==> src/rtl/uart_recv.sv <==
// UART receiver, 8N1, LSB first, fixed baud timing set by FULL_T/HALF_T.
// Define UART_RECV_FRAME_ERR_EN to add the frame_err pulse output.
module uart_recv #(
  parameter int FULL_T = 867,
  parameter int HALF_T = 433
) (
  input  logic       clk,
  input  logic       rst,
  input  logic       din,
  output logic       din_vld,
  output logic [7:0] din_data
`ifdef UART_RECV_FRAME_ERR_EN
  ,
  output logic       frame_err
`endif
);

  localparam logic [9:0] FULL_C = 10'(FULL_T);
  localparam logic [9:0] HALF_C = 10'(HALF_T);

  typedef enum logic [1:0] {
    IDLE  = 2'd0,
    START = 2'd1,
    DATA  = 2'd2,
    STOP  = 2'd3
  } state_t;

  logic       din_meta_reg;
  logic       din_s_reg;
  logic       din_d_reg;
  state_t     state_reg,   state_next;
  logic [9:0] div_cnt_reg, div_cnt_next;
  logic [2:0] bit_cnt_reg, bit_cnt_next;
  logic [7:0] shift_reg,   shift_next;
  logic [7:0] data_reg,    data_next;
  logic       vld_reg,     vld_next;
`ifdef UART_RECV_FRAME_ERR_EN
  logic       ferr_reg,    ferr_next;
`endif

  always_ff @(posedge clk) begin
    if (!rst) begin
      din_meta_reg <= 1'b1;
      din_s_reg    <= 1'b1;
      din_d_reg    <= 1'b1;
      state_reg    <= IDLE;
      div_cnt_reg  <= '0;
      bit_cnt_reg  <= '0;
      shift_reg    <= '0;
      data_reg     <= '0;
      vld_reg      <= 1'b0;
`ifdef UART_RECV_FRAME_ERR_EN
      ferr_reg     <= 1'b0;
`endif
    end else begin
      din_meta_reg <= din;
      din_s_reg    <= din_meta_reg;
      din_d_reg    <= din_s_reg;
      state_reg    <= state_next;
      div_cnt_reg  <= div_cnt_next;
      bit_cnt_reg  <= bit_cnt_next;
      shift_reg    <= shift_next;
      data_reg     <= data_next;
      vld_reg      <= vld_next;
`ifdef UART_RECV_FRAME_ERR_EN
      ferr_reg     <= ferr_next;
`endif
    end
  end

  always_comb begin
    state_next   = state_reg;
    div_cnt_next = div_cnt_reg + 10'd1;
    bit_cnt_next = bit_cnt_reg;
    shift_next   = shift_reg;
    data_next    = data_reg;
    vld_next     = 1'b0;
`ifdef UART_RECV_FRAME_ERR_EN
    ferr_next    = 1'b0;
`endif
    case (state_reg)
      IDLE: begin
        div_cnt_next = '0;
        // Only a high-to-low transition starts a frame; a line stuck low is ignored.
        if (!din_s_reg && din_d_reg) begin
          state_next = START;
        end
      end
      START: begin
        if (div_cnt_reg == HALF_C) begin
          div_cnt_next = '0;
          if (!din_s_reg) begin
            state_next   = DATA;
            bit_cnt_next = '0;
          end else begin
            state_next = IDLE;
          end
        end
      end
      DATA: begin
        if (div_cnt_reg == FULL_C) begin
          div_cnt_next = '0;
          shift_next   = {din_s_reg, shift_reg[7:1]};
          if (bit_cnt_reg == 3'd7) begin
            state_next = STOP;
          end else begin
            bit_cnt_next = bit_cnt_reg + 3'd1;
          end
        end
      end
      STOP: begin
        // Leaving at the stop-bit midpoint lets a back-to-back start edge be seen.
        if (div_cnt_reg == FULL_C) begin
          div_cnt_next = '0;
          state_next   = IDLE;
          if (din_s_reg) begin
            data_next = shift_reg;
            vld_next  = 1'b1;
          end else begin
`ifdef UART_RECV_FRAME_ERR_EN
            ferr_next = 1'b1;
`endif
          end
        end
      end
      default: begin
        state_next   = IDLE;
        div_cnt_next = '0;
      end
    endcase
  end

  assign din_vld  = vld_reg;
  assign din_data = data_reg;
`ifdef UART_RECV_FRAME_ERR_EN
  assign frame_err = ferr_reg;
`endif

endmodule

==> config.mk <==
export PLATFORM = sky130hd
export DESIGN_NAME = uart_recv
export DESIGN_NICKNAME = d
export VERILOG_FILES = /design/src/rtl/uart_recv.sv
export SDC_FILE = /design/constraint.sdc
export NUM_CORES = 1
export LEC_CHECK = 0
export BUFFER_PORTS_ARGS = -buffer_cell sky130_fd_sc_hd__buf_2
export CAP_MARGIN = 25
export CORE_MARGIN = 5
export CORE_UTILIZATION = 40
export DETAILED_ROUTE_END_ITERATION = 8
export HOLD_SLACK_MARGIN = 0.08
export RECOVER_POWER = 100
export SETUP_SLACK_MARGIN = 0.15
export SLEW_MARGIN = 20
export SYNTH_ARGS = -nofsm -noshare
export SYNTH_HDL_FRONTEND = slang
export SYNTH_SLANG_ARGS = --single-unit
==> constraint.sdc <==
create_clock -name clk -period 1.79 [get_ports clk]
set_clock_uncertainty 0.15 [all_clocks]
set_input_delay 0.0895 -clock clk [delete_from_list [all_inputs] [get_ports clk]]
set_output_delay 0.0895 -clock clk [all_outputs]
set_load 0.1 [all_outputs]
==> reports/qor.txt, run 1 <==
Syn Area/Cell: 9.26 um2
Synthesized flop and latch total: 35
Filler Cell Count: 346
Post-Place Setup Slack: 0.0616 ns
Sequential share of power: 0.518
CTS Root Cell: clkbuf_8
Synth area leaders: dfxtp_1 (47%), mux2i_1 (8.1%), nand3_1 (5.7%)
Worst Setup End Kind: register
Layout cells sized above 1: 0.260
Sequential cell area fraction in the yosys report: 0.470
Routed WL: 2.91 mm
RSZ-0062 raised after global routing: yes
FFs w/ async S/R, synth: 0
CTS sink cnt: 35
Comb power frac: 0.035
Worst EP arrival: 1.66 ns
Rel. slew slack: 0.640
Sw Pwr: 314 uW
Period utilization: 0.917
Final Max Slew Viols: 0
Initial antenna violation count: 0
Post-synth EDFFs: 0
IO Pins: 12
Max reg flops: 10
Final HPWL DP: 2.02 mm
Mapped Cells: 161
Die Ht: 71.1 um
Worst-path clk slew: 0.07 ns
Vias: 1199
Worst setup startpoint: div_cnt_reg[2]$_SDFF_PN0_
Hold path start: rst
Area growth syn-to-layout: 24.8%
LEAKAGE: 0.760 nW
Status: completed
Nets: 198
Top_reg_cell synth: dfxtp_1
Final hold vios: 0
DIE WIDTH: 71.1 um
Cell Int Power: 1.22 mW
Crit-path max FO: 10
Inserted Clock Buffers: 5
WL/cell: 12.1 um
Cell variety after synth: 34
Largest net degree at the start of global routing: 29
Max-cap check violation count: 0
Total core area: 0.00363 mm2
Setup crit start kind: register
Tmin final: 1.64 ns
Yosys top cell area share: 0.470
Buffer depth of the longest clock path: 2
ANT nets after route: 0
Kind of critical path: reg2reg
Worst Path Required: 1.81 ns
Final GP Congestion: 0.859
Setup violators final: 0
Total Routing Usage GR: 0.119
Global-route wire length before repair: 4.89 mm
Port Buf Inserts: 11
Worst setup margin: 0.149 ns
PD cells: 825 mW/mm2
Net Sw Frac: 0.204
Multi-input gate area: 756 um2
Syn nets: 168
Worst hold-check path type: in2reg
Setup_tns: 0 ns
1st-iter DRT viols: 38
Full die area: 0.00505 mm2
Ant. Diodes: 0
DR pass1 iterations: 4
Synthesized area: 0.00149 mm2
Yosys warns: 0
GRT overflow: 0
TritonCTS clock tree: yes
Row Count: 22
Fmax: 609 MHz
Worst Max-Slew Pin Slew: 0.543 ns
Remaining DRCs: 0
Clock Power Share: 0.447
# H-tree levels: 2
Register area: 711 um2
Number of global-route vias before repair: 1137
VDD IR max: 0.000385 V
Top cell type by total area after synthesis: dfxtp_1
Drt via density: 5.00
Worst-Skew Late Latency: 0.28 ns
Reg2reg start: div_cnt_reg[2]$_SDFF_PN0_
Starting Density: 0.410
[per-layer routing]
layer  vias to the layer above  global-route usage  wire length [um]
li1                        619                   -                 -
met1                       538               0.145              1350
met2                        33               0.200              1360
met3                         9              0.0313               140
met4                         0              0.0438                50
met5                         -                   0                 0
[synthesized netlist by cell type (all sizes together), types with 2 or more instances]
cell type   n
and3        2
buf         2
clkbuf      4
dfxtp      35
ha          4
inv         3
mux2i      12
nand2      16
nand2b      3
nand3      18
nand3b      2
nand4       7
nor2       20
nor3        2
nor3b       2
o21ai      10
xnor2       3
xor2        5
[placed cells by master (no fill, tap or decap), drive strengths merged]
cell / count
bufinv: 1
nor3b: 2
nand2: 16
mux2i: 12
a311oi: 1
a21oi: 1
dfxtp: 35
dlygate4sd3: 1
o31ai: 1
nor2b: 1
a41oi: 1
clkbuf: 15
and3: 2
and2b: 1
o21ai: 10
ha: 4
inv: 3
and4bb: 1
xor2: 5
nor2: 20
nand2b: 3
buf: 18
nor3: 2
and2: 1
nand4: 7
nand3: 18
xnor2: 3
o31a: 1
nand3b: 2
and4b: 1
clkinv: 3
[final cells by class]
| type | count | area share |
|---|---|---|
| well taps | 48 | 0.0323 |
| clock buffers | 5 | 0.0370 |
| inverters | 4 | 0.00806 |
| repair buffers | 29 | 0.112 |
| clock inverters | 3 | 0.0235 |
| multi-input cells | 116 | 0.406 |
| flip-flops and latches | 35 | 0.382 |
[power by group through the flow]
stage	Clock [mW]	Sequential [mW]	Combinational [mW]
2_1_floorplan	0	0.809	0.0379
3_3_place_gp	0	0.815	0.0470
3_5_place_dp	0	0.816	0.0471
4_1_cts	0.715	0.796	0.0496
5_1_grt	0.752	0.796	0.0600
6_report	0.686	0.796	0.0545
[repair_timing]
action,CTS,global route
setup buffers,2,6
cloned,0,0
hold buffers,1,0
endpoints found under the hold margin,1,0
resized for setup,7,9
endpoints found under the setup margin,20,30
pin swaps,0,2
[cell families after synthesis]
kind of cell,after synthesis,synth area share
AND/OR/NAND/NOR,77,0.276
flip-flops,35,0.470
AO/OA/AOI/OAI,15,0.0671
multiplexers,12,0.0805
buffers and inverters,10,0.0260
XOR/XNOR,8,0.0470
adder cells (fa/ha/maj),4,0.0336
[path summary, 6_finish.rpt]
check	end	slack, ns	cells past startpoint
worst max-delay path	div_cnt_reg[9]$_SDFF_PN0_	0.15	6
worst min register to register	din_s_reg$_SDFF_PN1_	0.26	1
worst min-delay path	din_data[2]$_SDFFE_PN0P_	0.08	4
worst max register to register	div_cnt_reg[9]$_SDFF_PN0_	0.15	6
[critical path: stages (launching register included)]
cell and delay [ns]:
dfxtp_1 0.32, nor3b_2 0.34, buf_4 0.19, nand3_2 0.07, a41oi_1 0.25, buf_6 0.17
nor2_1 0.05
[stage by stage]
| step | power (mW) | util | hold WS, ns | instance area (um2) | cells |
|---|---|---|---|---|---|
| final | 1.54 | 0.512 | 0.0838 | 1860 | 240 |
| after global routing | 1.61 | 0.512 | 0.0942 | 1860 | 240 |
| after CTS | 1.56 | 0.504 | 0.0835 | 1830 | 234 |
| after detailed placement | 0.863 | 0.458 | 0.125 | 1670 | 223 |
| after global placement | 0.862 | 0.458 | 0.121 | 1670 | 223 |
| after floorplan | 0.847 | - | 0.0410 | 1510 | 161 |
Note: power is estimated with default switching activity, not from simulation.
==> run 2: changes to the inputs <==
--- a/config.mk
+++ b/config.mk
@@ -10,6 +10,7 @@
 export CORE_MARGIN = 5
 export CORE_UTILIZATION = 40
 export DETAILED_ROUTE_END_ITERATION = 8
+export GPL_TIMING_DRIVEN = 0
 export HOLD_SLACK_MARGIN = 0.08
 export RECOVER_POWER = 100
 export SETUP_SLACK_MARGIN = 0.15
==> run 2 against run 1 <==
Non-clock buffer count unchanged. Hold slack gained 0.080 ns. Count of clock-buffer cells in the layout unchanged. Critical path depth stayed put. Sequential share of layout area up 0.31 points. Sequential power shrank 0.8%. Register-to-register slack improved by 0.02 ns. Utilization shrank 0.59 points. Power down 9.1%.
==> reports/qor.txt, run 2 (synthesized netlist as in run 1, its figures left out) <==
IO Pins: 12 (unchanged)
Global-route wire length before repair: 4.90 mm (was 4.89 mm)
Total core area: 0.00363 mm2 (unchanged)
Kind of critical path: reg2reg (unchanged)
Worst hold-check path type: in2reg (unchanged)
Area growth syn-to-layout: 23.4% (was 24.8%)
R2r endpoint: div_cnt_reg[6]$_SDFF_PN0_ (was div_cnt_reg[9]$_SDFF_PN0_)
CP max stage delay: 0.37 ns (was 0.34 ns)
Hold Path End: din_s_reg$_SDFF_PN1_ (was din_data[2]$_SDFFE_PN0P_)
Fin cells: 240 (unchanged)
Full die area: 0.00505 mm2 (unchanged)
CP cell instances: ha_4, and4bb_4, a311oi_1, a41oi_1, buf_4, nor2_1 (was nor3b_2, buf_4, nand3_2, a41oi_1, buf_6, nor2_1)
Worst R2R Path Depth: 6 (unchanged)
Worst EP arrival: 1.65 ns (was 1.66 ns)
GRT overflow: 0 (unchanged)
TritonCTS clock tree: yes (unchanged)
Worst Setup End Kind: register (unchanged)
Inst Count DP: 220 (was 223)
Setup crit start kind: register (unchanged)
Most common cell after layout, fill and taps aside: dfxtp_1 (unchanged)
Rel. slew slack: 0.641 (was 0.640)
Setup violators final: 0 (unchanged)
Max-cap check violation count: 0 (unchanged)
Final GP Congestion: 0.827 (was 0.859)
WL/cell: 12.4 um (was 12.1 um)
Drt via density: 4.99 (was 5.00)
CTS sink cnt: 35 (unchanged)
Worst path slowest cell: dfxtp_4 (was nor3b_2)
Vias: 1198 (was 1199)
Largest net degree at the start of global routing: 12 (was 29)
Port Buf Inserts: 11 (unchanged)
Worst Path Required: 1.81 ns (about the same)
Worst-Skew Late Latency: 0.28 ns (about the same)
# H-tree levels: 2 (unchanged)
Buffer depth of the longest clock path: 2 (unchanged)
Final Max Slew Viols: 0 (unchanged)
CTS Root Cell: clkbuf_8 (unchanged)
Worst Max-Slew Pin Slew: 0.541 ns (was 0.543 ns)
Row Count: 22 (unchanged)
Routed WL: 2.98 mm (was 2.91 mm)
Crit-path max FO: 5 (was 10)
LEAKAGE: 0.740 nW (was 0.760 nW)
PD cells: 759 mW/mm2 (was 825 mW/mm2)
Worst-path clk slew: 0.07 ns (about the same)
Max reg flops: 10 (unchanged)
Flop2flop setup slack: 0.16 ns (was 0.15 ns)
Inserted Clock Buffers: 5 (unchanged)
Fmax: 615 MHz (was 609 MHz)
WHS Path Cells: 3 (was 4)
Hold WS: 0.164 ns (was 0.0838 ns)
Period utilization: 0.909 (was 0.917)
Starting Density: 0.410 (unchanged)
ANT nets after route: 0 (unchanged)
VDD IR max: 0.000376 V (was 0.000385 V)
Die Ht: 71.1 um (unchanged)
1st-iter DRT viols: 75 (was 38)
CP bufs+invs: 1 (was 2)
Final HPWL DP: 2.00 mm (was 2.02 mm)
Final hold vios: 0 (unchanged)
Total power: 1.40 mW (was 1.54 mW)
CP top delay family: flip-flops (was simple AND/OR/NAND/NOR gates)
Nets: 198 (unchanged)
Status: completed (unchanged)
Hold path start: rst (unchanged)
Tmin final: 1.63 ns (was 1.64 ns)
Total Routing Usage GR: 0.121 (was 0.119)
Initial antenna violation count: 0 (unchanged)
Commonest cells after routing, fill and taps aside: dfxtp_1 (33), nor2_1 (18), nand3_1 (17) (was dfxtp_1 (31), nor2_1 (20), nand3_1 (17))
Remaining DRCs: 0 (unchanged)
Ant. Diodes: 0 (unchanged)
Fin area: 0.00184 mm2 (was 0.00186 mm2)
Number of global-route vias before repair: 1093 (was 1137)
DR pass1 iterations: 4 (unchanged)
Dpl cell area: 0.00162 mm2 (was 0.00167 mm2)
Reg2reg start: div_cnt_reg[0]$_SDFF_PN0_ (was div_cnt_reg[2]$_SDFF_PN0_)
RSZ-0062 raised after global routing: yes (unchanged)
Layout cells sized above 1: 0.214 (was 0.260)
DIE WIDTH: 71.1 um (unchanged)
## run 2: through the flow
step	setup WS, ns	TNS (ns)	utilization
floorplan	0.172	0	-
global placement	-0.0398	-0.357	0.446
detailed placement	-0.0722	-0.629	0.446
CTS	0.175	0	0.506
global route	0.0450	0	0.507
finish	0.164	0	0.507
## run 2: what timing repair did
action / 4_1_cts / 5_1_grt
pin swaps: 4 / 9
hold endpoints to repair: 9 / 0
setup endpoints to repair: 30 / 28
resized for setup: 11 / 12
hold buffers: 3 / 0
buffers inserted: 6 / 3
## run 2: worst max path at each step
stage                                         start                         to  slack, ns  cells after the start
after floorplan           div_cnt_reg[0]$_SDFF_PN0_  div_cnt_reg[2]$_SDFF_PN0_       0.17                      5
after global placement    div_cnt_reg[0]$_SDFF_PN0_  div_cnt_reg[9]$_SDFF_PN0_      -0.04                      5
after detailed placement  div_cnt_reg[0]$_SDFF_PN0_  div_cnt_reg[6]$_SDFF_PN0_      -0.07                      5
after CTS                 div_cnt_reg[0]$_SDFF_PN0_   din_data[7]$_SDFFE_PN0P_       0.17                      5
after global routing      div_cnt_reg[0]$_SDFF_PN0_  div_cnt_reg[6]$_SDFF_PN0_       0.04                      6
final                     div_cnt_reg[0]$_SDFF_PN0_  div_cnt_reg[6]$_SDFF_PN0_       0.16                      6
## run 2: per-layer routing
| metal | track usage | up-vias | part of all wire |
|---|---|---|---|
| met5 | 0 | - | 0 |
| met4 | 0.0501 | 0 | 0.011 |
| met3 | 0.0327 | 4 | 0.042 |
| met2 | 0.188 | 24 | 0.46 |
| met1 | 0.159 | 554 | 0.48 |
| li1 | - | 616 | - |
## run 2: layout make-up
type	instances	area [um2]
Fill cell	369	1790
Multi-Input combinational cell	116	779
Sequential cell	35	708
Timing Repair Buffer	23	161
Clock buffer	5	68.8
Tap cell	48	60.1
Buffer	6	32.5
Clock inverter	3	15.0
Inverter	4	15.0
## run 2: worst register-to-register path: stages, from the launching register on
cell and delay, ns:
dfxtp_4 0.37, ha_4 0.13, and4bb_4 0.28, a311oi_1 0.10, a41oi_1 0.25, buf_4 0.18, nor2_1 0.04
## run 2: report_power, final
group	internal, mW	leakage, nW	switching [mW]
Combinational	0.0291	0.408	0.0404
Clock	0.266	0.0477	0.271
Sequential	0.785	0.284	0.00550
==> run 3: changes to the inputs <==
--- a/config.mk
+++ b/config.mk
@@ -7,8 +7,9 @@
 export LEC_CHECK = 0
 export BUFFER_PORTS_ARGS = -buffer_cell sky130_fd_sc_hd__buf_2
 export CAP_MARGIN = 25
-export CORE_MARGIN = 5
+export CORE_MARGIN = 1.5
 export CORE_UTILIZATION = 40
+export CTS_BUF_LIST = sky130_fd_sc_hd__clkbuf_4 sky130_fd_sc_hd__clkbuf_8
 export DETAILED_ROUTE_END_ITERATION = 8
 export GPL_TIMING_DRIVEN = 0
 export HOLD_SLACK_MARGIN = 0.08
==> constraint.sdc (replaced) <==
create_clock -name clk -period 1.8 [get_ports clk]
set_clock_uncertainty 0.15 [all_clocks]
set_input_delay 0.09 -clock clk [delete_from_list [all_inputs] [get_ports clk]]
set_output_delay 0.09 -clock clk [all_outputs]
set_load 0.1 [all_outputs]
==> run 3 against run 2 <==
Count of clock-buffer cells in the layout up 2. Sequential share of layout area decreased by 0.99 points. Maximum frequency shrank 3.5%. Largest cell class unchanged. Largest power group unchanged. Highest routed layer unchanged.
==> reports/qor.txt, run 3 (synthesized netlist as in run 1, its figures left out) <==
Status: completed (unchanged)
Total core area: 0.00363 mm2 (unchanged)
Net Sw Frac: 0.224 (was 0.227)
GRT overflow: 0 (unchanged)
Total Routing Usage GR: 0.163 (was 0.121)
Layout cells sized above 1: 0.250 (was 0.214)
Port Buf Inserts: 11 (unchanged)
Fin cells: 240 (unchanged)
ANT nets after route: 0 (unchanged)
Worst Setup End Kind: register (unchanged)
Crit-path max FO: 5 (unchanged)
Inst Count DP: 220 (unchanged)
Final GP Congestion: 0.793 (was 0.827)
Worst EP arrival: 1.72 ns (was 1.65 ns)
Worst-Skew Late Latency: 0.29 ns (was 0.28 ns)
Commonest cells after routing, fill and taps aside: dfxtp_1 (33), nand3_1 (17), nor2_1 (17) (was dfxtp_1 (33), nor2_1 (18), nand3_1 (17))
Drt via density: 5.05 (was 4.99)
Remaining DRCs: 0 (unchanged)
Full die area: 0.00410 mm2 (was 0.00505 mm2)
Fmax: 594 MHz (was 615 MHz)
Most common cell after layout, fill and taps aside: dfxtp_1 (unchanged)
DR pass1 iterations: 4 (unchanged)
Area growth syn-to-layout: 26.7% (was 23.4%)
Hold WS: 0.160 ns (was 0.164 ns)
Fin area: 0.00189 mm2 (was 0.00184 mm2)
Row Count: 22 (unchanged)
Inserted Clock Buffers: 5 (unchanged)
PD cells: 789 mW/mm2 (was 759 mW/mm2)
CTS sink cnt: 35 (unchanged)
Max-cap check violation count: 0 (unchanged)
Final Max Slew Viols: 0 (unchanged)
Sw Pwr: 333 uW (was 317 uW)
Final hold vios: 0 (unchanged)
Setup crit start kind: register (unchanged)
Tmin final: 1.68 ns (was 1.63 ns)
Starting Density: 0.410 (unchanged)
Vias: 1213 (was 1198)
Global-route wire length before repair: 5.15 mm (was 4.90 mm)
Initial antenna violation count: 0 (unchanged)
Setup violators final: 0 (unchanged)
TritonCTS clock tree: yes (unchanged)
Max reg flops: 10 (unchanged)
Cell Int Power: 1.16 mW (was 1.08 mW)
Worst-path clk slew: 0.07 ns (about the same)
Worst setup margin: 0.115 ns (was 0.164 ns)
Worst Path Required: 1.84 ns (was 1.81 ns)
Filler Cell Count: 364 (was 369)
Worst hold-check path type: in2reg (unchanged)
Largest net degree at the start of global routing: 12 (unchanged)
VDD IR max: 0.000376 V (about the same)
Buffer depth of the longest clock path: 2 (unchanged)
RSZ-0062 raised after global routing: yes (unchanged)
1st-iter DRT viols: 67 (was 75)
Kind of critical path: reg2reg (unchanged)
Total power: 1.49 mW (was 1.40 mW)
Final HPWL DP: 1.93 mm (was 2.00 mm)
CTS Root Cell: clkbuf_8 (unchanged)
Period utilization: 0.936 (was 0.909)
# H-tree levels: 2 (unchanged)
Worst Max-Slew Pin Slew: 0.542 ns (was 0.541 ns)
Nets: 198 (unchanged)
Routed WL: 2.92 mm (was 2.98 mm)
LEAKAGE: 0.757 nW (was 0.740 nW)
Number of global-route vias before repair: 1143 (was 1093)
Clock Power Share: 0.426 (was 0.384)
Post-Place Setup Slack: -0.0656 ns (was -0.0722 ns)
Die Ht: 64.1 um (was 71.1 um)
Comb power frac: 0.047 (was 0.050)
WL/cell: 12.2 um (was 12.4 um)
DIE WIDTH: 64.1 um (was 71.1 um)
Hold path start: rst (unchanged)
Sequential share of power: 0.527 (was 0.566)
Reg2reg start: div_cnt_reg[0]$_SDFF_PN0_ (unchanged)
Dpl cell area: 0.00162 mm2 (unchanged)
Ant. Diodes: 0 (unchanged)
IO Pins: 12 (unchanged)
Worst setup startpoint: div_cnt_reg[0]$_SDFF_PN0_ (unchanged)
Rel. slew slack: 0.640 (was 0.641)
[run 3: changes by cell type in the layout (fill, tap and decap cells not counted), moves of 2 or more]
cell and change:
buf_4 +2, clkinvlp_4 +2, clkinv_2 -3, clkbuf_8 +2
[run 3: path summary, 6_finish.rpt]
kind	endpoint	slack (ns)	cells past startpoint
setup / recovery	div_cnt_reg[6]$_SDFF_PN0_	0.12	6
hold / removal	din_s_reg$_SDFF_PN1_	0.16	3
setup reg to reg	div_cnt_reg[6]$_SDFF_PN0_	0.12	6
hold reg to reg	din_s_reg$_SDFF_PN1_	0.27	1
[run 3: area by class of cell]
| type | count | area [um2] | area share |
|---|---|---|---|
| multi-input combinational | 116 | 810 | 0.428 |
| sequential | 35 | 708 | 0.375 |
| timing repair buffer | 23 | 164 | 0.0868 |
| clock buffer | 7 | 96.3 | 0.0510 |
| tap | 48 | 60.1 | 0.0318 |
| buffer | 6 | 25.0 | 0.0132 |
| inverter | 4 | 18.8 | 0.00993 |
| clock inverter | 1 | 7.51 | 0.00397 |
[run 3: through the flow]
stage,setup TNS (ns),utilization
finish,0,0.520
global route,0,0.520
CTS,0,0.504
detailed placement,-0.403,0.446
global placement,-0.221,0.446
floorplan,0,-
[run 3: what timing repair did]
item / CTS / global route
pin swaps: 2 / 8
setup buffers: 3 / 7
hold buffers: 2 / 0
endpoints found under the hold margin: 10 / 0
endpoints found under the setup margin: 30 / 28
gates resized for setup: 12 / 13
[run 3: power groups by stage]
stage / clock network [mW] / registers, mW / logic (mW)
6_report: 0.634 / 0.786 / 0.0698
5_1_grt: 0.686 / 0.786 / 0.0774
3_3_place_gp: 0 / 0.807 / 0.0496
4_1_cts: 0.645 / 0.787 / 0.0585
2_1_floorplan: 0 / 0.805 / 0.0376
3_5_place_dp: 0 / 0.807 / 0.0502
[run 3: routing by layer]
layer  wire length, um  global-route usage  part of all wire
met1              1400               0.203              0.48
met2              1330               0.254              0.45
met3               142              0.0546             0.049
met4                51              0.0761             0.017
met5                 0                   0                 0
[run 3: worst max-delay path, stage by stage (launching register included)]
cell and delay, ns:
dfxtp_4 0.38, ha_4 0.15, and4bb_4 0.31, a311oi_2 0.12, a41oi_2 0.22, clkbuf_2 0.19, nor2_1 0.06
